### src/rtl/multiplexor_display_4dig_if.sv
// Bus between a value producer and the 4-digit display scanner.
// The producer (master) supplies the value, the load strobe and the enable.
// The scanner (slave) returns the current digit nibble, anodes, index and load pulse.
interface multiplexor_display_4dig_if;
    logic [15:0] i_Dato;
    logic        i_Cargar;
    logic        i_Habilitar;
    logic [3:0]  o_Bits;
    logic [3:0]  o_Anodos;
    logic [1:0]  o_Digito;
    logic        o_Cargado;

    modport master (
        output i_Dato,
        output i_Cargar,
        output i_Habilitar,
        input  o_Bits,
        input  o_Anodos,
        input  o_Digito,
        input  o_Cargado
    );

    modport slave (
        input  i_Dato,
        input  i_Cargar,
        input  i_Habilitar,
        output o_Bits,
        output o_Anodos,
        output o_Digito,
        output o_Cargado
    );
endinterface

### src/rtl/multiplexor_display_4dig.sv
// Time-multiplexed scanner for a 4-digit common-anode 7-segment display.
// A prescaler advances the digit index once per slot. New values are held in a
// pending register and only reach the display register at a frame boundary
// (tick while on digit 3), so one frame never shows a mix of two values.
// Outputs are registered one cycle behind the index and display register.
module multiplexor_display_4dig #(
    parameter int unsigned P_PRESCALE      = 50000,
    parameter bit          P_SUPRIME_CEROS = 1'b1
) (
    input logic                      i_Clk,
    input logic                      i_Reset,
    multiplexor_display_4dig_if.slave bus
);

    localparam int unsigned CntW = (P_PRESCALE > 2) ? $clog2(P_PRESCALE) : 1;
    localparam logic [CntW-1:0] LastCount = CntW'(P_PRESCALE - 1);

    logic [CntW-1:0] count_q;
    logic [1:0]      index_q;
    logic [15:0]     disp_q;
    logic [15:0]     pend_q;
    logic            pend_flag_q;
    logic [3:0]      bits_q;
    logic [3:0]      anodos_q;
    logic [1:0]      digito_q;
    logic            cargado_q;

    logic            tick;
    logic            boundary;
    logic            blank;
    logic [3:0]      nibble;
    logic [3:0]      anodos_d;

    // Slot timing, current nibble, leading-zero blanking and anode pattern.
    always_comb begin
        tick     = (count_q == LastCount);
        boundary = tick && (index_q == 2'd3);
        nibble   = disp_q[{index_q, 2'b00} +: 4];
        blank    = 1'b0;
        if (P_SUPRIME_CEROS) begin
            case (index_q)
                2'd3:    blank = (disp_q[15:12] == 4'h0);
                2'd2:    blank = (disp_q[15:8] == 8'h00);
                2'd1:    blank = (disp_q[15:4] == 12'h000);
                default: blank = 1'b0;
            endcase
        end
        anodos_d = 4'b1111;
        if (bus.i_Habilitar && !blank) begin
            anodos_d[index_q] = 1'b0;
        end
    end

    // Prescaler, index, load/transfer bookkeeping and registered outputs.
    always_ff @(posedge i_Clk) begin
        if (i_Reset) begin
            count_q     <= '0;
            index_q     <= 2'd0;
            disp_q      <= 16'h0000;
            pend_q      <= 16'h0000;
            pend_flag_q <= 1'b0;
            bits_q      <= 4'h0;
            anodos_q    <= 4'b1111;
            digito_q    <= 2'd0;
            cargado_q   <= 1'b0;
        end else begin
            count_q <= tick ? '0 : count_q + CntW'(1);
            if (tick) begin
                index_q <= index_q + 2'd1;
            end

            cargado_q <= 1'b0;
            if (boundary && bus.i_Cargar) begin
                // A load landing on the boundary goes straight to the display.
                disp_q      <= bus.i_Dato;
                pend_flag_q <= 1'b0;
                cargado_q   <= 1'b1;
            end else if (boundary && pend_flag_q) begin
                disp_q      <= pend_q;
                pend_flag_q <= 1'b0;
                cargado_q   <= 1'b1;
            end else if (bus.i_Cargar) begin
                pend_q      <= bus.i_Dato;
                pend_flag_q <= 1'b1;
            end

            bits_q   <= nibble;
            anodos_q <= anodos_d;
            digito_q <= index_q;
        end
    end

    assign bus.o_Bits    = bits_q;
    assign bus.o_Anodos  = anodos_q;
    assign bus.o_Digito  = digito_q;
    assign bus.o_Cargado = cargado_q;

endmodule

### src/flat_wrapper.sv
// flat-port wrapper written by rule: the top's interface ports become plain ports
module multiplexor_display_4dig_flat 
#(
    parameter int unsigned P_PRESCALE      = 50000,
    parameter bit          P_SUPRIME_CEROS = 1'b1
)
  (i_Clk, i_Reset, bus_i_Dato, bus_i_Cargar, bus_i_Habilitar, bus_o_Bits, bus_o_Anodos, bus_o_Digito, bus_o_Cargado);
  multiplexor_display_4dig_if bus_i ();
  input logic i_Clk;
  input logic i_Reset;
  input wire logic [$bits(bus_i.i_Dato)-1:0] bus_i_Dato;
  input wire logic [$bits(bus_i.i_Cargar)-1:0] bus_i_Cargar;
  input wire logic [$bits(bus_i.i_Habilitar)-1:0] bus_i_Habilitar;
  output wire logic [$bits(bus_i.o_Bits)-1:0] bus_o_Bits;
  output wire logic [$bits(bus_i.o_Anodos)-1:0] bus_o_Anodos;
  output wire logic [$bits(bus_i.o_Digito)-1:0] bus_o_Digito;
  output wire logic [$bits(bus_i.o_Cargado)-1:0] bus_o_Cargado;
  assign bus_i.i_Dato = bus_i_Dato;
  assign bus_i.i_Cargar = bus_i_Cargar;
  assign bus_i.i_Habilitar = bus_i_Habilitar;
  assign bus_o_Bits = bus_i.o_Bits;
  assign bus_o_Anodos = bus_i.o_Anodos;
  assign bus_o_Digito = bus_i.o_Digito;
  assign bus_o_Cargado = bus_i.o_Cargado;
  multiplexor_display_4dig #(.P_PRESCALE(P_PRESCALE), .P_SUPRIME_CEROS(P_SUPRIME_CEROS)) u_core (.i_Clk(i_Clk), .i_Reset(i_Reset), .bus(bus_i));
endmodule
### config.mk
export PLATFORM = sky130hd
export DESIGN_NAME = multiplexor_display_4dig_flat
export DESIGN_NICKNAME = d
export VERILOG_FILES = /design/src/rtl/multiplexor_display_4dig_if.sv /design/src/rtl/multiplexor_display_4dig.sv /design/src/flat_wrapper.sv
export SDC_FILE = /design/constraint.sdc
export NUM_CORES = 1
export LEC_CHECK = 0
export ABC_AREA = 1
export BUFFER_PORTS_ARGS = -buffer_cell sky130_fd_sc_hd__buf_2
export CORE_UTILIZATION = 31
export CTS_BUF_LIST = sky130_fd_sc_hd__clkbuf_4 sky130_fd_sc_hd__clkbuf_8 sky130_fd_sc_hd__clkbuf_16
export DETAILED_ROUTE_END_ITERATION = 7
export PLACE_DENSITY = 0.6
export SETUP_SLACK_MARGIN = 0.05
export SKIP_CTS_REPAIR_TIMING = 1
export SLEW_MARGIN = 30
export SYNTH_ARGS = -nofsm -noshare
export SYNTH_HDL_FRONTEND = slang
export SYNTH_SLANG_ARGS = --single-unit
export TNS_END_PERCENT = 100
### constraint.sdc
create_clock -name i_Clk -period 1.85 [get_ports i_Clk]
set_input_delay 0.4625 -clock i_Clk [delete_from_list [all_inputs] [get_ports i_Clk]]
set_output_delay 0.4625 -clock i_Clk [all_outputs]
set_load 0.02 [all_outputs]
# Yosys cells after proc, flatten, opt, wreduce, memory -nomap -nowiden
# Index checks and enable logic that the tools add are counted.
[totals]
regBits = 62
latch_bits = 0
mem_bits_rw = 0
romBits = 0
in_bits = 20
elab_cells = 43
n_memories = 0
[op_classes]
addsub = 2
multipliers = 0
n_div = 0
order_cmp = 2
eq_ne = 4
shift = 1
muxes = 7
bitwise = 4
reduce_logical = 14
[op_table]
columns = ["operator", "n"]
rows = [
  ["$mux W16", 2],
  ["$add A16 B1 Y16 const B", 1],
  ["$eq A16 B16 Y1 const B", 1],
  ["$shiftx A16 B5 Y4", 1],
  ["$logic_not A12 Y1", 1],
  ["$logic_not A8 Y1", 1],
  ["$logic_and A1 B1 Y1", 5],
  ["$eq A2 B2 Y1 const B", 2],
  ["$logic_not A4 Y1", 1],
  ["$not A4 Y4", 1],
  ["$reduce_or A2 Y1", 2],
  ["$lt A2 B3 Y1 const B", 1],
  ["$mux W1", 3],
  ["$not A1 Y1", 3],
  ["$pmux W1 S3", 1],
  ["$reduce_and A3 Y1", 1],
  ["$reduce_or A3 Y1", 1],
  ["$add A2 B1 Y2 const B", 1],
  ["$demux W1 S2", 1],
  ["$eq A2 B1 Y1 const B", 1],
  ["$ge A2 B1 Y1 const B", 1],
  ["$reduce_bool A2 Y1", 1],
  ["$logic_not A1 Y1", 1],
]

# Longest topological paths before layout
# Gate-level depths: netlist (run 1).
[depth]
depth_word = 6
depth_mapped = 10
depth_no_buf = 9

# Worst setup path after synthesis (run 1)
# OpenSTA, ideal clock, no wires.
[synth_timing]
kind = "register to register"
from = "register u_core.index_q[0]"
to = "register u_core.anodos_q[0], in the netlist u_core.bus.o_Anodos[0]"
arrival_time_ps = 1680
t_required_ps = 1707
path_slack_ps = 27
stages_incl_launch_ff = 10
period_less_slack_ps = 1823
cell_sequence = "dfxtp_1 clkbuf_1 inv_1 clkbuf_1 ha_1 o21bai_1 inv_1 nor2_1 o21ai_0 nand4_1"
[synth_between]
elab_chain_cells = 6
word_cells_on_any_way = 14
classes_between = "order compare: 2; eq/ne: 3; mux: 3; bitwise: 2; reduce/logical: 4"
[synth_lines]
columns = ["item", "line", "text"]
rows = [
  ["start: declaration", "multiplexor_display_4dig.sv:19", "logic [1:0] index_q;"],
  ["start signal: assignment", "multiplexor_display_4dig.sv:69", "index_q <= index_q + 2'd1;"],
  ["parallel branches: the longest is 6 deep, another holds $lt A2 B3 Y1", "n/a", ""],
  ["end signal: assignment", "multiplexor_display_4dig.sv:88", "anodos_q <= anodos_d;"],
  ["end: declaration", "multiplexor_display_4dig.sv:24", "logic [3:0] anodos_q;"],
]
# Several ways; the timed one is not identified.
# A chain may end at the register's enable or synchronous reset.

# Final worst setup path (run 1)
[layout_timing]
from = "register u_core.count_q[0]"
to = "register u_core.index_q[0]"
[layout_between]
elab_chain_cells = 1
[layout_lines]
columns = ["item", "line", "text"]
rows = [
  ["start: declaration", "multiplexor_display_4dig.sv:18", "logic [CntW-1:0] count_q;"],
  ["start signal: assignment", "multiplexor_display_4dig.sv:67", "count_q <= tick ? '0 : count_q + CntW'(1);"],
  ["$eq A16 B16 Y1", "multiplexor_display_4dig.sv:36", "tick = (count_q == LastCount);"],
]
# No other way between the ends.

==> results of run 1 <==
power groups by stage:
stage	Sequential [W]	Combinational [W]	Clock, W
finish	0.00138	0.000179	0.00134
global route	0.00139	0.000211	0.00143
CTS	0.00138	0.000179	0.00137
detailed placement	0.00141	0.000179	0
global placement	0.00141	0.000174	0
floorplan	0.00141	0.000128	0
state kept, by name (all words and copies together), names as in the netlist:
register	cells
u_core.pend_flag_q	1
u_core.bus.o_Digito	2
u_core.bus.o_Bits	4
u_core.pend_q	16
u_core.count_q	16
u_core.disp_q	16
u_core.index_q	2
u_core.bus.o_Anodos	4
u_core.bus.o_Cargado	1
worst min path at each step:
| stage | from | cells after the start | slack (ps) | endpoint |
|---|---|---|---|---|
| 2_1_floorplan | u_core.count_q[0] | 1 | 420 | u_core.count_q[0] |
| 6_report | bus_i_Habilitar | 2 | 350 | u_core.bus.o_Anodos[0] |
| 4_1_cts | bus_i_Habilitar | 2 | 340 | u_core.bus.o_Anodos[0] |
| 3_3_place_gp | u_core.count_q[0] | 1 | 430 | u_core.count_q[0] |
| 3_5_place_dp | u_core.count_q[0] | 1 | 440 | u_core.count_q[0] |
| 5_1_grt | bus_i_Habilitar | 2 | 350 | u_core.bus.o_Anodos[0] |
final cells by class:
type                            count  area (um2)  share of cell area
Timing Repair Buffer               36         220              0.0612
Multi-Input combinational cell    290        1490               0.414
Inverter                           69         259              0.0720
Clock buffer                       11         151              0.0421
Tap cell                          133         166              0.0463
Clock inverter                      4        70.1              0.0195
Sequential cell                    62        1240               0.345
per-stage QoR:
| step | setup WS [ps] | area, um2 | hold WS [ps] |
|---|---|---|---|
| after global routing | 67.4 | 3600 | 353 |
| after floorplan | 117 | 3080 | 417 |
| after global placement | 199 | 3350 | 432 |
| after detailed placement | 140 | 3350 | 441 |
| after CTS | 128 | 3570 | 344 |
| final | 205 | 3600 | 352 |
critical path: cells and delay by family (launching register included):
kind,cells,cell delay [ps]
AO/OA/AOI/OAI,2,320
buffers and inverters,1,90
flip-flops,1,350
adder cells (fa/ha/maj),1,190
AND/OR/NAND/NOR,4,590
kinds of logic after synthesis:
kind of cell             synth area share
AND/OR/NAND/NOR                     0.322
buffers and inverters               0.123
AO/OA/AOI/OAI                       0.122
flip-flops                          0.403
adder cells (fa/ha/maj)            0.0244
XOR/XNOR                          0.00569
Yosys cell counts, types with 3 or more instances:
master    instances  area share
inv_2             5      0.0061
clkbuf_1          9       0.011
nand2_1         119        0.15
buf_6             5       0.018
nor3_1            5      0.0081
nand3_1          27       0.044
o21ai_0          12       0.019
buf_2             4      0.0065
nand2_2           4      0.0081
nor3b_1           3      0.0073
nor2_1           35       0.043
a21oi_1          44       0.071
dfxtp_1          62        0.40
inv_1            64       0.078
a21oi_2          10       0.028
nand4_1           9       0.018
ha_1              6       0.024
layer usage:
metal,vias to the layer above,track usage,wire (um)
li1,1434,-,-
met1,1176,0.183,3430
met2,47,0.204,2770
met3,6,0.0428,311
met4,0,0.0401,90
met5,-,0,0
==> results_dict.tcl, run 1 <==
set metrics [dict create \
    status "finished clean" \
    cts_buffers 9 \
    crit_chain "ha_1 -> nand2_2 -> inv_2 -> nand3b_4 -> nor2_4 -> nand2_1 -> o21ai_0 -> a21oi_1" \
    drc 0 \
    timing_hold_violations_final 0 \
    drive_gt1_frac 0.178 \
    yosysUniqueCellTypes 32 \
    setup_viol 0 \
    diodes 0 \
    crit_path_max_fanout 5 \
    fin_nets 494 \
    dp_cells 589 \
    dr.pass1.iters 4 \
    clkPwrFrac 0.461 \
    fill_cells 1040 \
    seq_area_frac_synth 0.403 \
    die_area_um2 10300 \
    criticalPathCategory "reg -> reg" \
    yosysWarnings 0 \
    final_max_slew_viol_count 0 \
    area_growth_pct 16.8 \
    finalCritPeriodShare 0.889 \
    worst_pin_slew_ps 438 \
    hold_path.class "in -> reg" \
    p_comb_frac 0.062 \
    drtIter0Drc 171 \
    gp_congestion 0.838 \
    most-common-layout-cells "nand2_1, inv_1, dfxtp_1, a21oi_1, nor2_1" \
    total_power_w 0.00290 \
    synth_edf_count 0 \
    r2r_cells 8 \
    cts_tree "built" \
    final_common_cell "nand2_1" \
    min_period_ps 1640 \
    power_leakage_nw 1.73 \
    hpwl_um 4460 \
    cp-startpoint "u_core.count_q[0]" \
    die_x_um 102 \
    finalNonFillerCells 605 \
    initial_core_util 0.318 \
    ys.flop_type "dfxtp_1" \
    clock-sinks 62 \
    insertion_delay_ps 340 \
    rsz0062_at_grt "no" \
    grt_pass1_vias 2393 \
    pwr_density_cell_nw_per_um2 806 \
    async_reset_ff_frac 0 \
    intPower_w 0.00226 \
    viasPerCell 4.40 \
    drt_wl_total_um 6600 \
    std_cell_rows 36 \
    swShare 0.222 \
    syn_nets 466 \
    critPathSlowestCell "dfxtp_1" \
    syn-cell-area_um2 3080 \
    r2r_start "u_core.count_q[0]" \
    fin_tns_setup_ps 0 \
    switchingPower_w 0.000643 \
    cts_root_buf "clkbuf_8" \
    fmax_mhz 608 \
    slew_headroom 0.707 \
    utilization 0.371 \
    grt_overflow 0 \
    die_h_um 102 \
    crit_path_end_kind "flop" \
    r2r_end "u_core.index_q[0]" \
    max_cap_violations 0 \
    critPathRequiredTime_ps 2070 \
    synth-seq-cells 62 \
    core-area_um2 9680 \
    pin_count 31 \
    path_clk_slew_ps 70 \
    grt_max_degree 48 \
    crit_path_end "u_core.index_q[0]" \
    vias 2663 \
    avgSynthCellArea_um2 7.00 \
    wl_per_cell_um 10.9 \
    grtUsageTotal 0.135 \
    portBuffers 30 \
    fin_worst_skew_ps 12.0 \
    syn_inst 440 \
    clockBufferDepth 2 \
    antenna_found_initial 0 \
    cp-start-kind "flop" \
    r2r_slack_ps 210 \
    cts_max_level 3 \
    antenna_left 0 \
    power_frac_seq 0.477 \
    slowest_delay_ps 350 \
    grt_pass1_wl_um 11000 \
    critPathArrivalTime_ps 1870 \
    vdd_drop_max_mv 0.359 \
]
Power figures use the tool's default switching activity.
==> inputs of run 2 (changes only) <==
--- a/config.mk
+++ b/config.mk
@@ -5,11 +5,12 @@
 export SDC_FILE = /design/constraint.sdc
 export NUM_CORES = 1
 export LEC_CHECK = 0
-export ABC_AREA = 1
+export ABC_AREA = 0
 export BUFFER_PORTS_ARGS = -buffer_cell sky130_fd_sc_hd__buf_2
 export CORE_UTILIZATION = 31
 export CTS_BUF_LIST = sky130_fd_sc_hd__clkbuf_4 sky130_fd_sc_hd__clkbuf_8 sky130_fd_sc_hd__clkbuf_16
 export DETAILED_ROUTE_END_ITERATION = 7
+export MAX_ROUTING_LAYER = met4
 export PLACE_DENSITY = 0.6
 export SETUP_SLACK_MARGIN = 0.05
 export SKIP_CTS_REPAIR_TIMING = 1
==> run 2 against run 1 <==
Effect of this change:
- highest routed layer unchanged
- maximum frequency decreased by 0.81%
- hold slack better by 35 ps
- critical path type unchanged
- largest cell class unchanged
- via count fell by 22%
==> results_dict.tcl, run 2 <==
set metrics [dict create \
    wl_per_cell_um 13.5 \
    critPathSlowestCell "or4b_1" \
    cts_tree "built" \
    fin_nets 334 \
    syn_inst 268 \
    rsz0062_at_grt "no" \
    synth_top_area_cell "dfxtp_1" \
    fin_tns_setup_ps 0 \
    fin_worst_skew_ps 10.5 \
    timing.final.ws_setup_ps 192 \
    final_common_cell "dfxtp_1" \
    whs_ps 387 \
    die_x_um 95.7 \
    hold_path.class "in -> reg" \
    vdd_drop_max_mv 0.443 \
    hpwl_um 4090 \
    diodes 0 \
    portBuffers 30 \
    criticalPathCategory "reg -> reg" \
    yosysMostFrequentCell "dfxtp_1" \
    synth_common_cells "dfxtp_1, nand2b_1, nor2_1" \
    syn-cell-area_um2 2720 \
    grtUsageTotal 0.142 \
    initial_core_util 0.326 \
    status "finished clean" \
    ys.flop_type "dfxtp_1" \
    route.met3.wl_um 210 \
    synth_area_leaders "dfxtp_1, nand2b_1, mux2i_1" \
    clock-sinks 62 \
    timing_hold_violations_final 0 \
    pin_count 31 \
    crit_path_max_fanout 7 \
    power_leakage_nw 1.26 \
    most-common-layout-cells "dfxtp_1, nand2b_1, buf_2, nor2_1" \
    insertion_delay_ps 340 \
    slowest_delay_ps 440 \
    cp_top_family "simple AND/OR/NAND/NOR gates" \
    antenna_found_initial 0 \
    crit_chain "ha_1 -> nand3_1 -> buf_4 -> nor2_2 -> or4b_1 -> a21oi_1" \
    min_period_ps 1660 \
    critPathRequiredTime_ps 2110 \
    grt_pass1_wl_um 9540 \
    critPathBufInv 1 \
    viasPerCell 4.99 \
    p_comb_frac 0.063 \
    worst_pin_slew_ps 878 \
    crit_path_end_kind "flop" \
    antenna_left 0 \
    top_layer "met4" \
    vias 2080 \
    finalCritPeriodShare 0.896 \
    yosysWarnings 0 \
    grt_max_degree 23 \
    cts_buffers 9 \
    cts_root_buf "clkbuf_8" \
    pwr_density_cell_nw_per_um2 836 \
    path_clk_slew_ps 70 \
    slew_headroom 0.414 \
    drc 0 \
    synth_edf_count 0 \
    critPathArrivalTime_ps 1920 \
    post-place-ws_ps 119 \
    grt_pass1_vias 1953 \
    yosysUniqueCellTypes 40 \
    switchingPower_w 0.000616 \
    async_reset_ff_frac 0 \
    dr.pass1.iters 4 \
    fmax_mhz 603 \
    synth-seq-cells 62 \
    seq_area_frac_synth 0.456 \
    syn_nets 294 \
    max_cap_violations 0 \
    final_max_slew_viol_count 0 \
    top_regs "u_core.count_q x16, u_core.disp_q x16, u_core.pend_q x16" \
    area_growth_pct 19.8 \
    wl_met2_um 2640 \
    std_cell_rows 33 \
    cp-start-kind "flop" \
    drt_wl_total_um 5650 \
    wl_met1_um 2690 \
    cts_max_level 3 \
    drtIter0Drc 70 \
    grt_overflow 0 \
    setup_viol 0 \
    clkPwrFrac 0.430 \
    clockBufferDepth 2 \
    intPower_w 0.00211 \
    die_h_um 95.7 \
    core-area_um2 8340 \
    gp_congestion 0.793 \
    avgSynthCellArea_um2 10.2 \
    synth_top_area_frac 0.456 \
    power_frac_seq 0.507 \
    drive_gt1_frac 0.231 \
    die_area_um2 9160 \
    swShare 0.226 \
]
[run 2: changes by cell type in the layout (fill, tap and decap cells not counted), sizes merged, moves of 13 or more]
cell     before  now
nand2       123    7
inv          69    5
a21oi        54    9
nand2b        0   32
nand3        28    8
nor2         38   19
mux2i         0   16
o2bb2ai       0   16
a22oi         0   13
[run 2: power by group through the flow]
stage | logic (W) | registers [W] | clock network [W]
floorplan | 0.000109 | 0.00141 | 0
global placement | 0.000169 | 0.00141 | 0
detailed placement | 0.000173 | 0.00141 | 0
CTS | 0.000174 | 0.00138 | 0.00119
global route | 0.000192 | 0.00139 | 0.00126
finish | 0.000171 | 0.00138 | 0.00117
[run 2: worst paths after layout]
path | startpoint | endpoint | slack [ps] | cells past startpoint
hold / removal | bus_i_Dato[15] | u_core.pend_q[15] | 390 | 3
hold reg to reg | u_core.count_q[0] | u_core.count_q[0] | 460 | 1
setup / recovery | u_core.count_q[0] | u_core.count_q[14] | 190 | 6
setup reg to reg | u_core.count_q[0] | u_core.count_q[14] | 190 | 6
[run 2: through the flow]
| stage | power [W] | cells | util | area [um2] |
|---|---|---|---|---|
| after floorplan | 0.00152 | 268 | - | 2720 |
| after global placement | 0.00158 | 402 | 0.367 | 3060 |
| after detailed placement | 0.00159 | 402 | 0.367 | 3060 |
| after CTS | 0.00275 | 417 | 0.390 | 3250 |
| after global routing | 0.00284 | 417 | 0.391 | 3260 |
| final | 0.00273 | 417 | 0.391 | 3260 |
[run 2: kinds of logic after synthesis]
logic type,after synthesis,synth area share
AND/OR/NAND/NOR,99,0.209
flip-flops,62,0.456
AO/OA/AOI/OAI,51,0.145
multiplexers,20,0.0919
buffers and inverters,19,0.0354
XOR/XNOR,11,0.0354
adder cells (fa/ha/maj),6,0.0276
[run 2: final cells by class]
type,count,area (um2)
clock buffer,11,145
clock inverter,4,47.5
fill,855,5080
inverter,5,18.8
multi-input combinational,187,1390
sequential,62,1240
tap,105,131
timing repair buffer,43,285
[run 2: worst reg2reg max path, stage by stage, from the launching register on]
cell and delay, ps:
dfxtp_1 370, ha_1 200, nand3_1 130, buf_4 190
nor2_2 130, or4b_1 440, a21oi_1 150
[run 2: layer usage]
metal | GRT usage | vias up
li1 | - | 1049
met1 | 0.181 | 981
met2 | 0.213 | 40
met3 | 0.0324 | 10
met4 | 0.0684 | 0
met5 | - | -
